[config.mk]
export PLATFORM = sky130hd
export DESIGN_NAME = hpdc_l15_port_arbiter
export DESIGN_NICKNAME = d
export VERILOG_FILES = /design/src/rtl/sargantana_hpdc_pkg.sv /design/src/rtl/hpdc_l15_port_credit.sv /design/src/rtl/hpdc_l15_port_arbiter.sv
export SDC_FILE = /design/constraint.sdc
export NUM_CORES = 1
export LEC_CHECK = 0
export BUFFER_PORTS_ARGS = -buffer_cell sky130_fd_sc_hd__buf_2
export CORE_AREA = 2 2 359 361
export CTS_BUF_LIST = sky130_fd_sc_hd__clkbuf_4
export DETAILED_ROUTE_END_ITERATION = 16
export DIE_AREA = 0 0 361 363
export GPL_TIMING_DRIVEN = 0
export PLACE_DENSITY = 0.33
export SYNTH_ARGS = -nofsm -noshare
export SYNTH_HDL_FRONTEND = slang
export SYNTH_SLANG_ARGS = --single-unit
[constraint.sdc]
create_clock -name clk_i -period 5.47 [get_ports clk_i]
set_clock_uncertainty 0.05 [all_clocks]
set_input_delay 1.094 -clock clk_i [delete_from_list [all_inputs] [get_ports clk_i]]
set_output_delay 1.094 -clock clk_i [all_outputs]
set_load 0.01 [all_outputs]
[src/rtl/sargantana_hpdc_pkg.sv]
// sargantana_hpdc_pkg: shared types and port indices for the HPDC-to-L1.5 request arbiter
// Provides the arbitration mode enum, the port-id type and the default 6-port index map.
package sargantana_hpdc_pkg;
  typedef enum logic {ARB_FIXED_AGING = 1'b0, ARB_ROUND_ROBIN = 1'b1} arb_mode_e;
  localparam int unsigned L15_NUM_PORTS = 6;
  typedef logic [$clog2(L15_NUM_PORTS)-1:0] l15_portid_t;
  localparam l15_portid_t PORT_ICACHE   = 3'd0;
  localparam l15_portid_t PORT_HPDC     = 3'd1;
  localparam l15_portid_t PORT_WBUF     = 3'd2;
  localparam l15_portid_t PORT_UNCACHED = 3'd3;
  localparam l15_portid_t PORT_NC_STORE = 3'd4;
  localparam l15_portid_t PORT_AMO      = 3'd5;
endpackage

[src/rtl/hpdc_l15_port_credit.sv]
// hpdc_l15_port_credit: per-port outstanding-credit and starvation-wait counters
// clk_i/rst_i clock and sync active-high reset; req_i valid&enabled request; grant_i port granted;
// rsp_i response addressed to this port; eligible_o may be granted; starving_o wait hit limit;
// busy_o credit nonzero; rsp_err_o response arrived with no credit outstanding.
module hpdc_l15_port_credit #(
  parameter int unsigned MaxOutstanding = 4,
  parameter int unsigned StarveLimit = 15,
  parameter bit UseAging = 1'b1
) (
  input  logic clk_i,
  input  logic rst_i,
  input  logic req_i,
  input  logic grant_i,
  input  logic rsp_i,
  output logic eligible_o,
  output logic starving_o,
  output logic busy_o,
  output logic rsp_err_o
);
  logic [3:0] credit_q;
  logic [7:0] wait_q;
  logic rsp_ok;
  // Eligibility looks only at the registered credit, so a same-cycle response cannot unblock a full port.
  assign eligible_o = req_i & (credit_q < 4'(MaxOutstanding));
  assign starving_o = UseAging & eligible_o & (wait_q == 8'(StarveLimit));
  assign busy_o = credit_q != '0;
  assign rsp_ok = rsp_i & busy_o;
  assign rsp_err_o = rsp_i & ~busy_o;
  always_ff @(posedge clk_i) begin
    if (rst_i) begin
      credit_q <= '0;
      wait_q <= '0;
    end else begin
      credit_q <= credit_q + 4'(grant_i) - 4'(rsp_ok);
      wait_q <= (!UseAging || !eligible_o || grant_i) ? '0 : (starving_o ? wait_q : wait_q + 8'd1);
    end
  end
  assert property (@(posedge clk_i) disable iff (rst_i) credit_q <= 4'(MaxOutstanding));
endmodule

[src/rtl/hpdc_l15_port_arbiter.sv]
// hpdc_l15_port_arbiter: merges N request ports onto the single L1.5 request channel
// clk_i/rst_i clock and sync active-high reset; port_en_i/req_valid_i/req_payload_i per-port request;
// req_ready_o one-hot accept; out_valid_o/out_ready_i/out_payload_o/out_portid_o registered output slot;
// rsp_valid_i/rsp_portid_i credit return; idle_o nothing pending; err_o sticky unexpected response.
module hpdc_l15_port_arbiter #(
  parameter int unsigned NumPorts = 6,
  parameter int unsigned PayloadWidth = 128,
  parameter int unsigned MaxOutstanding = 4,
  parameter int unsigned ArbMode = 0,
  parameter int unsigned StarveLimit = 15,
  localparam int unsigned PidW = (NumPorts > 1) ? $clog2(NumPorts) : 1
) (
  input  logic                             clk_i,
  input  logic                             rst_i,
  input  logic [NumPorts-1:0]              port_en_i,
  input  logic [NumPorts-1:0]              req_valid_i,
  output logic [NumPorts-1:0]              req_ready_o,
  input  logic [NumPorts*PayloadWidth-1:0] req_payload_i,
  output logic                             out_valid_o,
  input  logic                             out_ready_i,
  output logic [PayloadWidth-1:0]          out_payload_o,
  output logic [PidW-1:0]                  out_portid_o,
  input  logic                             rsp_valid_i,
  input  logic [PidW-1:0]                  rsp_portid_i,
  output logic                             idle_o,
  output logic                             err_o
);
  import sargantana_hpdc_pkg::*;
  localparam bit RoundRobin = (ArbMode == int'(ARB_ROUND_ROBIN));
  logic [NumPorts-1:0] elig, starve, busy, bad, cand, grant;
  logic [PidW-1:0] gid, ptr_q, j;
  logic slot_free;
  for (genvar i = 0; i < NumPorts; i++) begin : g_port
    hpdc_l15_port_credit #(
      .MaxOutstanding(MaxOutstanding),
      .StarveLimit(StarveLimit),
      .UseAging(!RoundRobin)
    ) u_credit (
      .clk_i(clk_i),
      .rst_i(rst_i),
      .req_i(req_valid_i[i] & port_en_i[i]),
      .grant_i(grant[i]),
      .rsp_i(rsp_valid_i && int'(rsp_portid_i) == i),
      .eligible_o(elig[i]),
      .starving_o(starve[i]),
      .busy_o(busy[i]),
      .rsp_err_o(bad[i])
    );
  end
  assign slot_free = !out_valid_o || out_ready_i;
  // Scanning downward leaves the first candidate in search order (lowest index, or nearest to ptr) in gid.
  always_comb begin
    cand = (|starve) ? starve : elig;
    gid = '0;
    j = '0;
    for (int k = NumPorts - 1; k >= 0; k--) begin
      j = RoundRobin ? PidW'((int'(ptr_q) + k) % NumPorts) : PidW'(k);
      if (cand[j]) gid = j;
    end
    grant = (slot_free && !rst_i && |cand) ? NumPorts'(1) << gid : '0;
  end
  assign req_ready_o = grant;
  assign idle_o = !out_valid_o && !(|busy);
  always_ff @(posedge clk_i) begin
    if (rst_i) begin
      out_valid_o <= 1'b0;
      out_payload_o <= '0;
      out_portid_o <= '0;
      ptr_q <= '0;
      err_o <= 1'b0;
    end else begin
      if (slot_free) out_valid_o <= |grant;
      if (|grant) begin
        out_payload_o <= req_payload_i[int'(gid)*PayloadWidth +: PayloadWidth];
        out_portid_o <= gid;
      end
      if (RoundRobin && |grant) ptr_q <= (int'(gid) == NumPorts - 1) ? '0 : gid + PidW'(1);
      err_o <= err_o | (|bad) | (rsp_valid_i && int'(rsp_portid_i) >= NumPorts);
    end
  end
  assert property (@(posedge clk_i) $onehot0(req_ready_o));
  assert property (@(posedge clk_i) disable iff (rst_i)
    out_valid_o && !out_ready_i |=> out_valid_o && $stable(out_payload_o) && $stable(out_portid_o));
endmodule

Word level (Yosys, flattened, before mapping)
Index checks and enable logic that the tools add are counted.
{"block": "totals", "input_bits": 787, "ram_bits": 0, "elab_cells": 144, "latch_bits": 0, "mem_bits_ro": 0, "mem_count": 0, "regBits": 205}
{"block": "op_classes", "n_mux": 8, "n_mul": 0, "n_div": 0, "eq_ne": 11, "order_cmp": 7, "add_sub_neg": 18, "n_reduce_logical": 44, "shifts": 2, "bitwise": 38}
{"op": "$shiftx A768 B11 Y128", "n": 1}
{"op": "$add A8 B1 Y8 const B", "n": 6}
{"op": "$eq A8 B4 Y1 const B", "n": 6}
{"op": "$and A1 B1 Y1", "n": 30}
{"op": "$reduce_or A6 Y1", "n": 5}
{"op": "$add A4 B1 Y4", "n": 6}
{"op": "$lt A4 B3 Y1 const B", "n": 6}
{"op": "$reduce_bool A4 Y1", "n": 6}
{"op": "$sub A4 B1 Y4", "n": 6}
{"op": "$mux W3", "n": 6}
{"op": "$eq A3 B3 Y1 const B", "n": 4}
{"op": "$mux W6", "n": 2}
{"op": "$reduce_or A2 Y1", "n": 6}
{"op": "$logic_and A1 B1 Y1", "n": 10}
{"op": "$logic_not A1 Y1", "n": 9}
{"op": "$logic_or A1 B1 Y1", "n": 7}
{"op": "$not A1 Y1", "n": 6}
{"op": "$shl A1 B3 Y6 const A", "n": 1}
{"op": "$eq A3 B2 Y1 const B", "n": 1}
{"op": "$ge A3 B3 Y1 const B", "n": 1}
{"op": "$logic_not A3 Y1", "n": 1}
{"op": "$or A1 B1 Y1", "n": 2}

Logic depth before layout (Yosys ltp)
Gate-level depths: netlist (run 1).
{"block": "logic_depth", "depth_word": 15, "mapped_depth": 15, "ltp_nobuf": 12}

By module
Synthesis (run 1) repeated with hierarchy kept, for this count alone.
{"block": "unflattened", "cells_unflattened": 2021, "hier_area_um2": 16294.4}
{"module": "hpdc_l15_port_arbiter", "instances": 1, "seq_area_each_um2": 2662.6, "area_each_um2": 12187.9, "cells_each": 1553}
{"module": "hpdc_l15_port_credit", "instances": 6, "seq_area_each_um2": 240.2, "area_each_um2": 684.4, "cells_each": 78}

Worst setup path after synthesis (run 1)
Ideal clock, no wire load.
{"block": "synth_timing", "path_type": "input-to-output", "startpoint": "input port req_valid_i[5]", "endpoint": "output port req_ready_o[4]", "required_time_ps": 4326, "path_buffers": 3, "cell_stages": 8, "arrival_ps": 2929, "path_slack_ps": 1397, "path_cell_list": "nand3_1 or4_4 buf_6 a211oi_4 o21ai_2 nor2b_2 clkbuf_1 buf_4"}
{"block": "synth_via", "elab_chain_cells": 13, "elab_cells_between_ends": 15, "classes_between": "shift: 1; mux: 8; bitwise: 3; reduce/logical: 3"}
{"element": "start, declared", "line_no": "hpdc_l15_port_arbiter.sv:16", "source": "input logic [NumPorts-1:0] req_valid_i,"}
{"element": "$and A1 B1 Y1 *", "line_no": "hpdc_l15_port_arbiter.sv:41", "source": ".req_i(req_valid_i[i] & port_en_i[i]),"}
{"element": "$and A1 B1 Y1 *", "line_no": "hpdc_l15_port_credit.sv:24", "source": "assign eligible_o = req_i & (credit_q < 4'(MaxOutstanding));"}
{"element": "$and A1 B1 Y1", "line_no": "hpdc_l15_port_credit.sv:25", "source": "assign starving_o = UseAging & eligible_o & (wait_q == 8'(StarveLimit));"}
{"element": "$reduce_or A6 Y1", "line_no": "hpdc_l15_port_arbiter.sv:53", "source": "cand = (|starve) ? starve : elig;"}
{"element": "$mux W6 *", "line_no": "hpdc_l15_port_arbiter.sv:53"}
{"element": "$mux W3 (6 in a row)", "line_no": "hpdc_l15_port_arbiter.sv:58", "source": "if (cand[j]) gid = j;"}
{"element": "$shl A1 B3 Y6", "line_no": "hpdc_l15_port_arbiter.sv:60", "source": "grant = (slot_free && !rst_i && |cand) ? NumPorts'(1) << gid : '0;"}
{"element": "$mux W6 *", "line_no": "hpdc_l15_port_arbiter.sv:60"}
{"element": "end, declared", "line_no": "hpdc_l15_port_arbiter.sv:17", "source": "output logic [NumPorts-1:0] req_ready_o,"}
Mark *: on every way between the ends. The rest lies on a longest branch, timed or not.

Final worst setup path (run 1)
{"block": "layout_timing", "startpoint": "register g_port[5].u_credit.credit_q[2]", "endpoint": "output port req_ready_o[4]"}
{"block": "layout_via", "elab_chain_cells": 13, "elab_cells_between_ends": 15, "classes_between": "order compare: 1; shift: 1; mux: 8; bitwise: 2; reduce/logical: 3"}
{"element": "start, declared", "line_no": "hpdc_l15_port_credit.sv:20", "source": "logic [3:0] credit_q;"}
{"element": "start signal, assigned", "line_no": "hpdc_l15_port_credit.sv:34", "source": "credit_q <= credit_q + 4'(grant_i) - 4'(rsp_ok);"}
{"element": "$lt A4 B3 Y1 *", "line_no": "hpdc_l15_port_credit.sv:24"}
{"element": "$and A1 B1 Y1 *", "line_no": "hpdc_l15_port_credit.sv:24"}
{"element": "$and A1 B1 Y1", "line_no": "hpdc_l15_port_credit.sv:25"}
{"element": "$reduce_or A6 Y1", "line_no": "hpdc_l15_port_arbiter.sv:53"}
{"element": "$mux W6 *", "line_no": "hpdc_l15_port_arbiter.sv:53"}
{"element": "$mux W3 (6 in a row)", "line_no": "hpdc_l15_port_arbiter.sv:58"}
{"element": "$shl A1 B3 Y6", "line_no": "hpdc_l15_port_arbiter.sv:60"}
{"element": "$mux W6 *", "line_no": "hpdc_l15_port_arbiter.sv:60"}
Marks and branches as above.

==> results.toml, run 1 <==
[critical_path]
crit_fanout = 11
crit_path_end_kind = "primary output"
crit_path_cell_trace = "inv_1 > ha_1 > nand3_1 > or4_4 > buf_6 > a211oi_4 > o21ai_2 > nor2b_2 > clkbuf_4 > buf_4 > buf_2"
path_buf_inv = 5
critPathRequiredTime_ps = 4330
critical-path-top-delay-family = "simple AND/OR/NAND/NOR gates"
max_stage_delay_ps = 630
worstRegToRegCells = 11
worst_setup_path_start_kind = "flip-flop"
cp.arrival_ps = 4010
cp_slowest_cell = "or4_4"
crit_cells = 11
critPathKind = "flip-flop to primary output"

[die]
ios = 927
start_util_pct = 9.630
core_sq_um = 127000
die_w_um = 361
die_h_um = 363
die_area_sq_um = 131000
num_rows = 131

[clock_tree]
h-tree-depth = 3
clockRootBuffer = "clkbuf_4"
insertion_delay_ps = 980
cts_hold_buf = 0
post_cts_buffers = 0
numCtsBuffers = 78
path_clk_slew_ps = 70
tritoncts = "yes"
cts.path.max_buffers = 3
cts_sinks = 205

[drt]
drc = 0
wire_per_inst_um = 29.22
detail-route-antenna-nets = 0
drt_first_iter_violations = 1268
topRoutingLayerUsed = "met5"
first_pass_iters = 5
drt-total-wl_mm = 120.6
avgViaCountPerCell = 4.017
wl_met2_mm = 53.87
wl_met1_mm = 49.18
via_count = 16590
met3_length_mm = 13.17

[grt]
grt_pass1_vias = 16660
grt.overflow.total = 0
grt_pass1_wl_mm = 154.5
grt_max_degree = 21
grt.total_usage_pct = 17.69
antenna_found_initial = 128

[cells_and_area]
final_util_pct = 15.76
area_growth_pct = 63.68
nFillCells = 14860
final_cell_count_no_fill = 4129
layout-drive-gt1-share_pct = 50.15
final_nets = 3207

[timing]
fmax_mhz = 193.9
hold_viol = 0
timing.final.ws_setup_ps = 312.9
setup_viol = 0
tightest_slew_ps = 1337
post-route-min-period_ps = 5157
drv_slew = 0
tns_ps = 0
post-route-period-util_pct = 94.28
slew_headroom_pct = 10.90

[placed_design]
place.gp.congestion = 0.9418
place_ws_ps = -128.2
hpwl_mm = 102.8
dp_cells = 3959
io_buffers = 923

[logic_synthesis]
synthesis.area_sq_um = 12230
synth_top_cell_by_area = "dfxtp_1"
synth-async-reset-ratio_pct = 0
synth_most_common_cell = "a22oi_1"
synth.avg_cell_area_sq_um = 8.916
synth.top_cell.area_share_pct = 33.55
yosys_most_used_dff = "dfxtp_1"
syn-instance-count = 1372
synth.area.top_cells = "dfxtp_1 34%, a22oi_1 17%, a22oi_2 10%"
synth_common_cells = "276 x a22oi_1, 205 x dfxtp_1, 149 x nand2_1"
mappedNetlistNets = 2203
ys_ff_latch = 205
ys_seq_area_share_pct = 33.55
synth_enable_flop_cells = 0
ys_types = 58
synth.yosys.warnings = 0

[power_and_ir_drop]
total_power_uw = 6289
power_density_nw_per_um2 = 314.1
p_leak_uw = 0.008511
ir_drop_uv = 121.1

[min_path]
hp-class = "input pin to flip-flop"
holdPathStages = 3

[job]
cap_violations = 0

[run_status]
status = "finished clean"
[state kept, by name (all words and copies together), names as in the netlist]
register	flops
out_payload_o	128
g_port.u_credit.wait_q	48
g_port.u_credit.credit_q	24
out_portid_o	3
err_o	1
out_valid_o	1
[worst reg2reg max path: cells and delay by family (launching register included)]
kind / cells / cell delay [ps]
buf+inv: 4 / 2030
flops: 1 / 290
simple gates: 5 / 1430
compound gates: 1 / 550
fa+ha+maj: 1 / 280
[stage by stage]
stage	hold WS (ps)	area [sq um]
3_5_place_dp	415.2	18980
6_report	271.7	20020
3_3_place_gp	401.0	18930
4_1_cts	78.69	19870
5_1_grt	120.1	19970
2_1_floorplan	394.3	12230
[power by group]
part / internal, uW / switching [uW]
Sequential: 1860 / 255
Combinational: 945 / 1410
Clock: 875 / 944
Total: 3680 / 2600
[cell families after synthesis]
group | Yosys count | share of synthesized area [%]
flip-flops | 205 | 33.55
buffers and inverters | 161 | 7.722
adder cells (fa/ha/maj) | 44 | 4.869
AND/OR/NAND/NOR | 477 | 19.95
XOR/XNOR | 38 | 2.721
AO/OA/AOI/OAI | 447 | 31.19
[layer usage]
| metal | up-vias | GRT usage [%] |
|---|---|---|
| li1 | 7402 | - |
| met1 | 7989 | 21.70 |
| met2 | 873 | 27.26 |
| met3 | 264 | 7.540 |
| met4 | 60 | 6.793 |
| met5 | - | 0 |
[worst paths after layout]
kind                                  startpoint                 to  slack (ps)
setup / recovery  g_port[5].u_credit.credit_q[2]     req_ready_o[4]         310
hold / removal                req_payload_i[470]  out_payload_o[86]         270
setup reg to reg  g_port[0].u_credit.credit_q[2]  out_payload_o[37]         700
hold reg to reg                  out_portid_o[1]    out_portid_o[1]         410
[final cells by class]
type	instances	area [sq um]	area share, %
inverter	40	150.1	0.7499
multi-input combinational	1006	7206	35.99
timing repair buffer	925	4659	23.27
buffer	120	828.3	4.137
antenna	54	135.1	0.6749
tap	1662	2079	10.39
clock buffer	105	788.3	3.937
sequential	205	4104	20.50
clock inverter	12	72.57	0.3624
[placed cells by master, fill, tap and decap left out, types with 24 or more instances in the layout]
master	count
nor2_1	69
buf_2	940
clkbuf_1	59
inv_1	40
clkbuf_4	106
nand3_1	38
diode_2	54
a21oi_1	26
and3_1	24
xnor2_1	24
a22oi_1	276
nand4_1	123
dfxtp_1	205
a22oi_2	100
ha_1	38
nand2_1	149
[repair_timing]
item	4_1_cts	5_1_grt
gates resized for setup	12	2
setup endpoints to repair	5	2
pin swaps	1	0
Power figures use the tool's default switching activity.
==> inputs of run 2 (changes only) <==
--- a/config.mk
+++ b/config.mk
@@ -6,12 +6,13 @@
 export NUM_CORES = 1
 export LEC_CHECK = 0
 export BUFFER_PORTS_ARGS = -buffer_cell sky130_fd_sc_hd__buf_2
-export CORE_AREA = 2 2 359 361
-export CTS_BUF_LIST = sky130_fd_sc_hd__clkbuf_4
+export CORE_AREA = 2 2 363 365
+export CTS_BUF_LIST = sky130_fd_sc_hd__clkbuf_16
 export DETAILED_ROUTE_END_ITERATION = 16
-export DIE_AREA = 0 0 361 363
+export DIE_AREA = 0 0 365 367
 export GPL_TIMING_DRIVEN = 0
 export PLACE_DENSITY = 0.33
+export SLEW_MARGIN = 10
 export SYNTH_ARGS = -nofsm -noshare
 export SYNTH_HDL_FRONTEND = slang
 export SYNTH_SLANG_ARGS = --single-unit
==> run 2 against run 1 <==
  * Fmax grew 0.73%
  * Worst setup slack gained 37 ps
  * Final cell count grew 0.58%
  * First-iteration DRC count increased by 14%
  * Clock power grew 16%
  * Highest routed layer unchanged
==> results.toml, run 2 (synthesis gave the netlist of run 1 again) <==
[timing]
hold_viol = 0
drv_slew = 0
whs_ps = 422.4
tightest_slew_ps = 1132
fmax_mhz = 195.3
slew_headroom_pct = 24.54
rsz0062_at_grt = "no"
tns_ps = 0
post-route-min-period_ps = 5120
setup_viol = 0
timing.final.ws_setup_ps = 350.0
post-route-period-util_pct = 93.60

[grt]
grt.overflow.total = 0
grt_max_degree = 17
grt_pass1_wl_mm = 154.4
grt.total_usage_pct = 17.39
antenna_found_initial = 129
grt_pass1_vias = 16060

[placed_design]
place.gp.congestion = 0.9689
hpwl_mm = 104.9
io_buffers = 923
place_ws_ps = -438.4

[critical_path]
crit-reg2reg-launch = "g_port[5].u_credit.credit_q[2]"
cp.arrival_ps = 3980
rrSetupSlack_ps = 740
rr_endpoint = "out_payload_o[37]"
cp_slowest_cell = "or4_1"
crit_path_cell_trace = "inv_1 > ha_1 > nand3_1 > or4_1 > clkbuf_1 > o311ai_1 > nand2_1 > nor3_2 > buf_4 > buf_4 > buf_4 > buf_2"
critPathRequiredTime_ps = 4330
crit_path_frequent_cell = "buf_4"
max_stage_delay_ps = 560
crit_fanout = 11
critPathKind = "flip-flop to primary output"
worstRegToRegCells = 12
worst_setup_path_start_kind = "flip-flop"
crit_path_end_kind = "primary output"

[cells_and_area]
largest_reg_flops = 128
nFillCells = 15270
reg.largest.list = "out_payload_o x128, g_port.u_credit.wait_q x48, g_port.u_credit.credit_q x24"
final_common_cell = "buf_2"
final_nets = 3163
area_growth_pct = 65.63
regMostFlops = "out_payload_o"
final_util_pct = 15.53
layout-drive-gt1-share_pct = 48.49
final_cell_mix = "942 x buf_2, 276 x a22oi_1, 205 x dfxtp_1, 149 x nand2_1, 123 x nand4_1"

[drt]
first_pass_iters = 7
avgViaCountPerCell = 3.950
drc = 0
drt-total-wl_mm = 122.3
via_count = 16410
detail-route-antenna-nets = 0
wire_per_inst_um = 29.44
drt_first_iter_violations = 1443

[die]
die_h_um = 367
num_rows = 133
die_w_um = 365
core_sq_um = 130500
ios = 927
die_area_sq_um = 134000
start_util_pct = 9.376

[min_path]
hp-class = "flip-flop to flip-flop"
min_from = "g_port[4].u_credit.wait_q[1]"
hold_end = "g_port[4].u_credit.wait_q[1]"
holdPathStages = 2

[power_and_ir_drop]
total_power_uw = 6570
power_density_nw_per_um2 = 324.2
p_leak_uw = 0.008514
ir_drop_uv = 245.6

[clock_tree]
clockRootBuffer = "clkbuf_16"
numCtsBuffers = 31
cts_sinks = 205
h-tree-depth = 1
post_cts_buffers = 0
cts_hold_buf = 0
path_clk_slew_ps = 60
insertion_delay_ps = 650
ctsResizeCount = 4
cts.path.max_buffers = 3
tritoncts = "yes"

[run_status]
status = "finished clean"

[job]
cap_violations = 0
[run 2: cell count changes in the layout (fill, tap and decap cells not counted), sizes merged]
cell      before  now
clkbuf       171   97
clkinv         8   13
diode         54   43
bufinv         0    4
clkinvlp       0    1
inv           44   47
buf          979  982
[run 2: routing by layer]
| metal | up-vias | track usage, % | routed length (um) | part of all wire (%) |
|---|---|---|---|---|
| met3 | 257 | 7.050 | 14600 | 12 |
| met4 | 50 | 6.379 | 5035 | 4.1 |
| met5 | - | 0 | 318 | 0.26 |
| met1 | 7862 | 21.63 | 48660 | 40 |
| met2 | 949 | 26.75 | 53650 | 44 |
| li1 | 7287 | - | - | - |
[run 2: layout make-up]
class | instances | area [sq um] | share of cell area, %
diodes | 43 | 107.6 | 0.5311
plain buffers | 121 | 808.3 | 3.989
clock buffers | 31 | 775.7 | 3.829
clock inverters | 25 | 226.5 | 1.118
inverters | 40 | 150.1 | 0.7410
multi-input cells | 1006 | 7187 | 35.47
flip-flops and latches | 205 | 4104 | 20.25
well taps | 1755 | 2196 | 10.84
repair buffers | 927 | 4707 | 23.23
[run 2: critical path: cells and delay by family, from the launching register on]
family / cells / cell delay (ps)
flops: 1 / 290
compound gates: 1 / 130
buf+inv: 6 / 1310
fa+ha+maj: 1 / 280
simple gates: 4 / 1320
[run 2: worst max-delay path by stage]
stage / from / endpoint / slack, ps / cells past startpoint
after floorplan: req_valid_i[5] / req_ready_o[4] / 1400 / 8
after global placement: rst_i / req_ready_o[2] / -940 / 9
after detailed placement: port_en_i[5] / out_payload_o[79] / -440 / 10
after CTS: g_port[2].u_credit.credit_q[2] / req_ready_o[3] / 150 / 12
after global routing: g_port[2].u_credit.credit_q[2] / req_ready_o[2] / 20 / 10
final: g_port[2].u_credit.credit_q[2] / req_ready_o[3] / 350 / 12
[run 2: per-stage QoR]
step	std cells	area [sq um]
detailed placement	4054	19140
floorplan	1372	12230
CTS	4110	20150
global placement	4050	19050
finish	4153	20260
global route	4133	20210
[run 2: where the power goes]
group,switching [uW],internal [uW]
sequential,259,1860
combinational,1380,948
clock,910,1210
total,2550,4020
==> inputs of run 3 (changes only) <==
--- a/config.mk
+++ b/config.mk
@@ -10,7 +10,9 @@
 export CTS_BUF_LIST = sky130_fd_sc_hd__clkbuf_16
 export DETAILED_ROUTE_END_ITERATION = 16
 export DIE_AREA = 0 0 365 367
-export GPL_TIMING_DRIVEN = 0
+export GPL_ROUTABILITY_DRIVEN = 0
+export GPL_TIMING_DRIVEN = 1
+export MAX_ROUTING_LAYER = met4
 export PLACE_DENSITY = 0.33
 export SLEW_MARGIN = 10
 export SYNTH_ARGS = -nofsm -noshare
==> run 3 against run 2 <==
  * Cell area shrank 1.4%
  * Hold slack lost 1.1 ps
  * Register-to-register slack gained 1000 ps
  * Critical path depth shrank 4
  * Power grew 0.22%
  * Core utilization shrank 0.21 points
  * Critical endpoint unchanged
  * Highest routed layer is now met4
==> results.toml, run 3 (synthesis gave the netlist of run 1 again) <==
[run_status]
status = "finished clean"

[critical_path]
crit_fanout = 6
cp_slowest_cell = "or4_1"
rr_endpoint = "out_payload_o[46]"
cp.arrival_ps = 3410
crit-reg2reg-launch = "g_port[2].u_credit.credit_q[2]"
worstRegToRegCells = 10
crit_cells = 8
critPathKind = "flip-flop to primary output"
worst_setup_path_start_kind = "flip-flop"
critical-path-top-delay-family = "simple AND/OR/NAND/NOR gates"
critPathRequiredTime_ps = 4330
max_stage_delay_ps = 750
crit_path_end_kind = "primary output"
crit_path_cell_trace = "inv_1 > ha_1 > nand3_1 > or4_1 > o311ai_1 > nand2_1 > nor3_4 > buf_2"
rrSetupSlack_ps = 1760
path_buf_inv = 2

[placed_design]
dp_cells = 3957
io_buffers = 926
placed_area_sq_um = 18640
hpwl_mm = 90.11
place_ws_ps = 869.6

[drt]
drt_first_iter_violations = 1355
drc = 0
drt-total-wl_mm = 109.0
detail-route-antenna-nets = 0
first_pass_iters = 5
wire_per_inst_um = 26.53
via_count = 15810
avgViaCountPerCell = 3.849

[timing]
slew_headroom_pct = 43.09
setup_viol = 0
fmax_mhz = 219.7
timing.final.ws_setup_ps = 919.0
whs_ps = 421.3
hold_viol = 0
rsz0062_at_grt = "no"
post-route-min-period_ps = 4551
tightest_slew_ps = 845.9
drv_slew = 0
tns_ps = 0
post-route-period-util_pct = 83.20

[power_and_ir_drop]
ir_drop_uv = 176.1
p_sw_share_pct = 38.63
p_leak_uw = 0.008286
p_switching_uw = 2543
p_int_uw = 4041
power_frac_seq_pct = 32.2
pwr-share-clk_pct = 34.7
comb_power_share_pct = 33.1
power_density_nw_per_um2 = 329.4

[cells_and_area]
final_cell_mix = "926 x buf_2, 276 x a22oi_1, 205 x dfxtp_1, 149 x nand2_1, 123 x nand4_1"
area_growth_pct = 63.38
layout-drive-gt1-share_pct = 49.34
regMostFlops = "out_payload_o"
final_nets = 3070
final_cell_count_no_fill = 4108
reg.largest.list = "out_payload_o x128, g_port.u_credit.wait_q x48, g_port.u_credit.credit_q x24"
final_area_sq_um = 19990
final_common_cell = "buf_2"
largest_reg_flops = 128

[grt]
grt_pass1_vias = 15690
grt_max_degree = 81
grt_pass1_wl_mm = 141.1
antenna_found_initial = 124
grt.overflow.total = 0
grt.total_usage_pct = 16.02

[clock_tree]
ctsResizeCount = 0
path_clk_slew_ps = 50
clockRootBuffer = "clkbuf_16"
h-tree-depth = 2
insertion_delay_ps = 590
cts_sinks = 205
numCtsBuffers = 35
cts_hold_buf = 0
cts.path.max_buffers = 3
tritoncts = "yes"
post_cts_buffers = 0

[die]
die_h_um = 367
start_util_pct = 9.376
die_w_um = 365
num_rows = 133
die_area_sq_um = 134000
core_sq_um = 130500
ios = 927

[min_path]
hp-class = "flip-flop to flip-flop"
hold_end = "out_portid_o[1]"
min_from = "out_portid_o[1]"
holdPathStages = 2

[job]
cap_violations = 0
[run 3: cell types whose count changed in the layout (fill, tap and decap cells not counted), sizes merged]
cell / delta
clkbuf: -62
diode: +46
buf: -31
bufinv: -2
clkinv: +2
inv: +2
[run 3: area by class of cell]
cell class / count / area, sq um
fillers: 15180 / 110500
multi-input cells: 1006 / 7228
repair buffers: 951 / 4960
flip-flops and latches: 205 / 4104
well taps: 1755 / 2196
clock buffers: 35 / 875.8
clock inverters: 27 / 250.2
diodes: 89 / 222.7
inverters: 40 / 150.1
[run 3: through the flow]
stage	total power, uW	util, %
floorplan	3160	-
CTS	6730	15.15
global placement	4369	14.29
detailed placement	4338	14.29
global route	6944	15.30
finish	6584	15.32
[run 3: routing by layer]
layer | track usage [%] | routed length, um
met3 | 5.993 | 13120
met1 | 19.21 | 43220
met5 | - | 0
met4 | 6.323 | 4283
met2 | 24.08 | 48370
[run 3: power groups by stage]
stage	logic (uW)	clock network [uW]	registers [uW]
floorplan	907	0	2250
global placement	2220	0	2140
detailed placement	2200	0	2140
CTS	2210	2400	2110
global route	2360	2430	2160
finish	2180	2290	2120
[run 3: worst max-delay path by stage]
| stage | start | endpoint | slack [ps] |
|---|---|---|---|
| finish | g_port[2].u_credit.credit_q[2] | req_ready_o[3] | 920 |
| global route | g_port[2].u_credit.credit_q[2] | req_ready_o[3] | 680 |
| CTS | g_port[3].u_credit.credit_q[2] | req_ready_o[4] | 710 |
| detailed placement | req_valid_i[5] | req_ready_o[5] | 870 |
| global placement | req_valid_i[5] | req_ready_o[5] | 920 |
| floorplan | req_valid_i[5] | req_ready_o[4] | 1400 |
[run 3: worst reg2reg max path, delay by kind of cell, from the launching register on]
family,cells,cell delay [ps]
simple gates,6,2470
compound gates,1,140
buf+inv,2,400
flops,1,290
fa+ha+maj,1,280
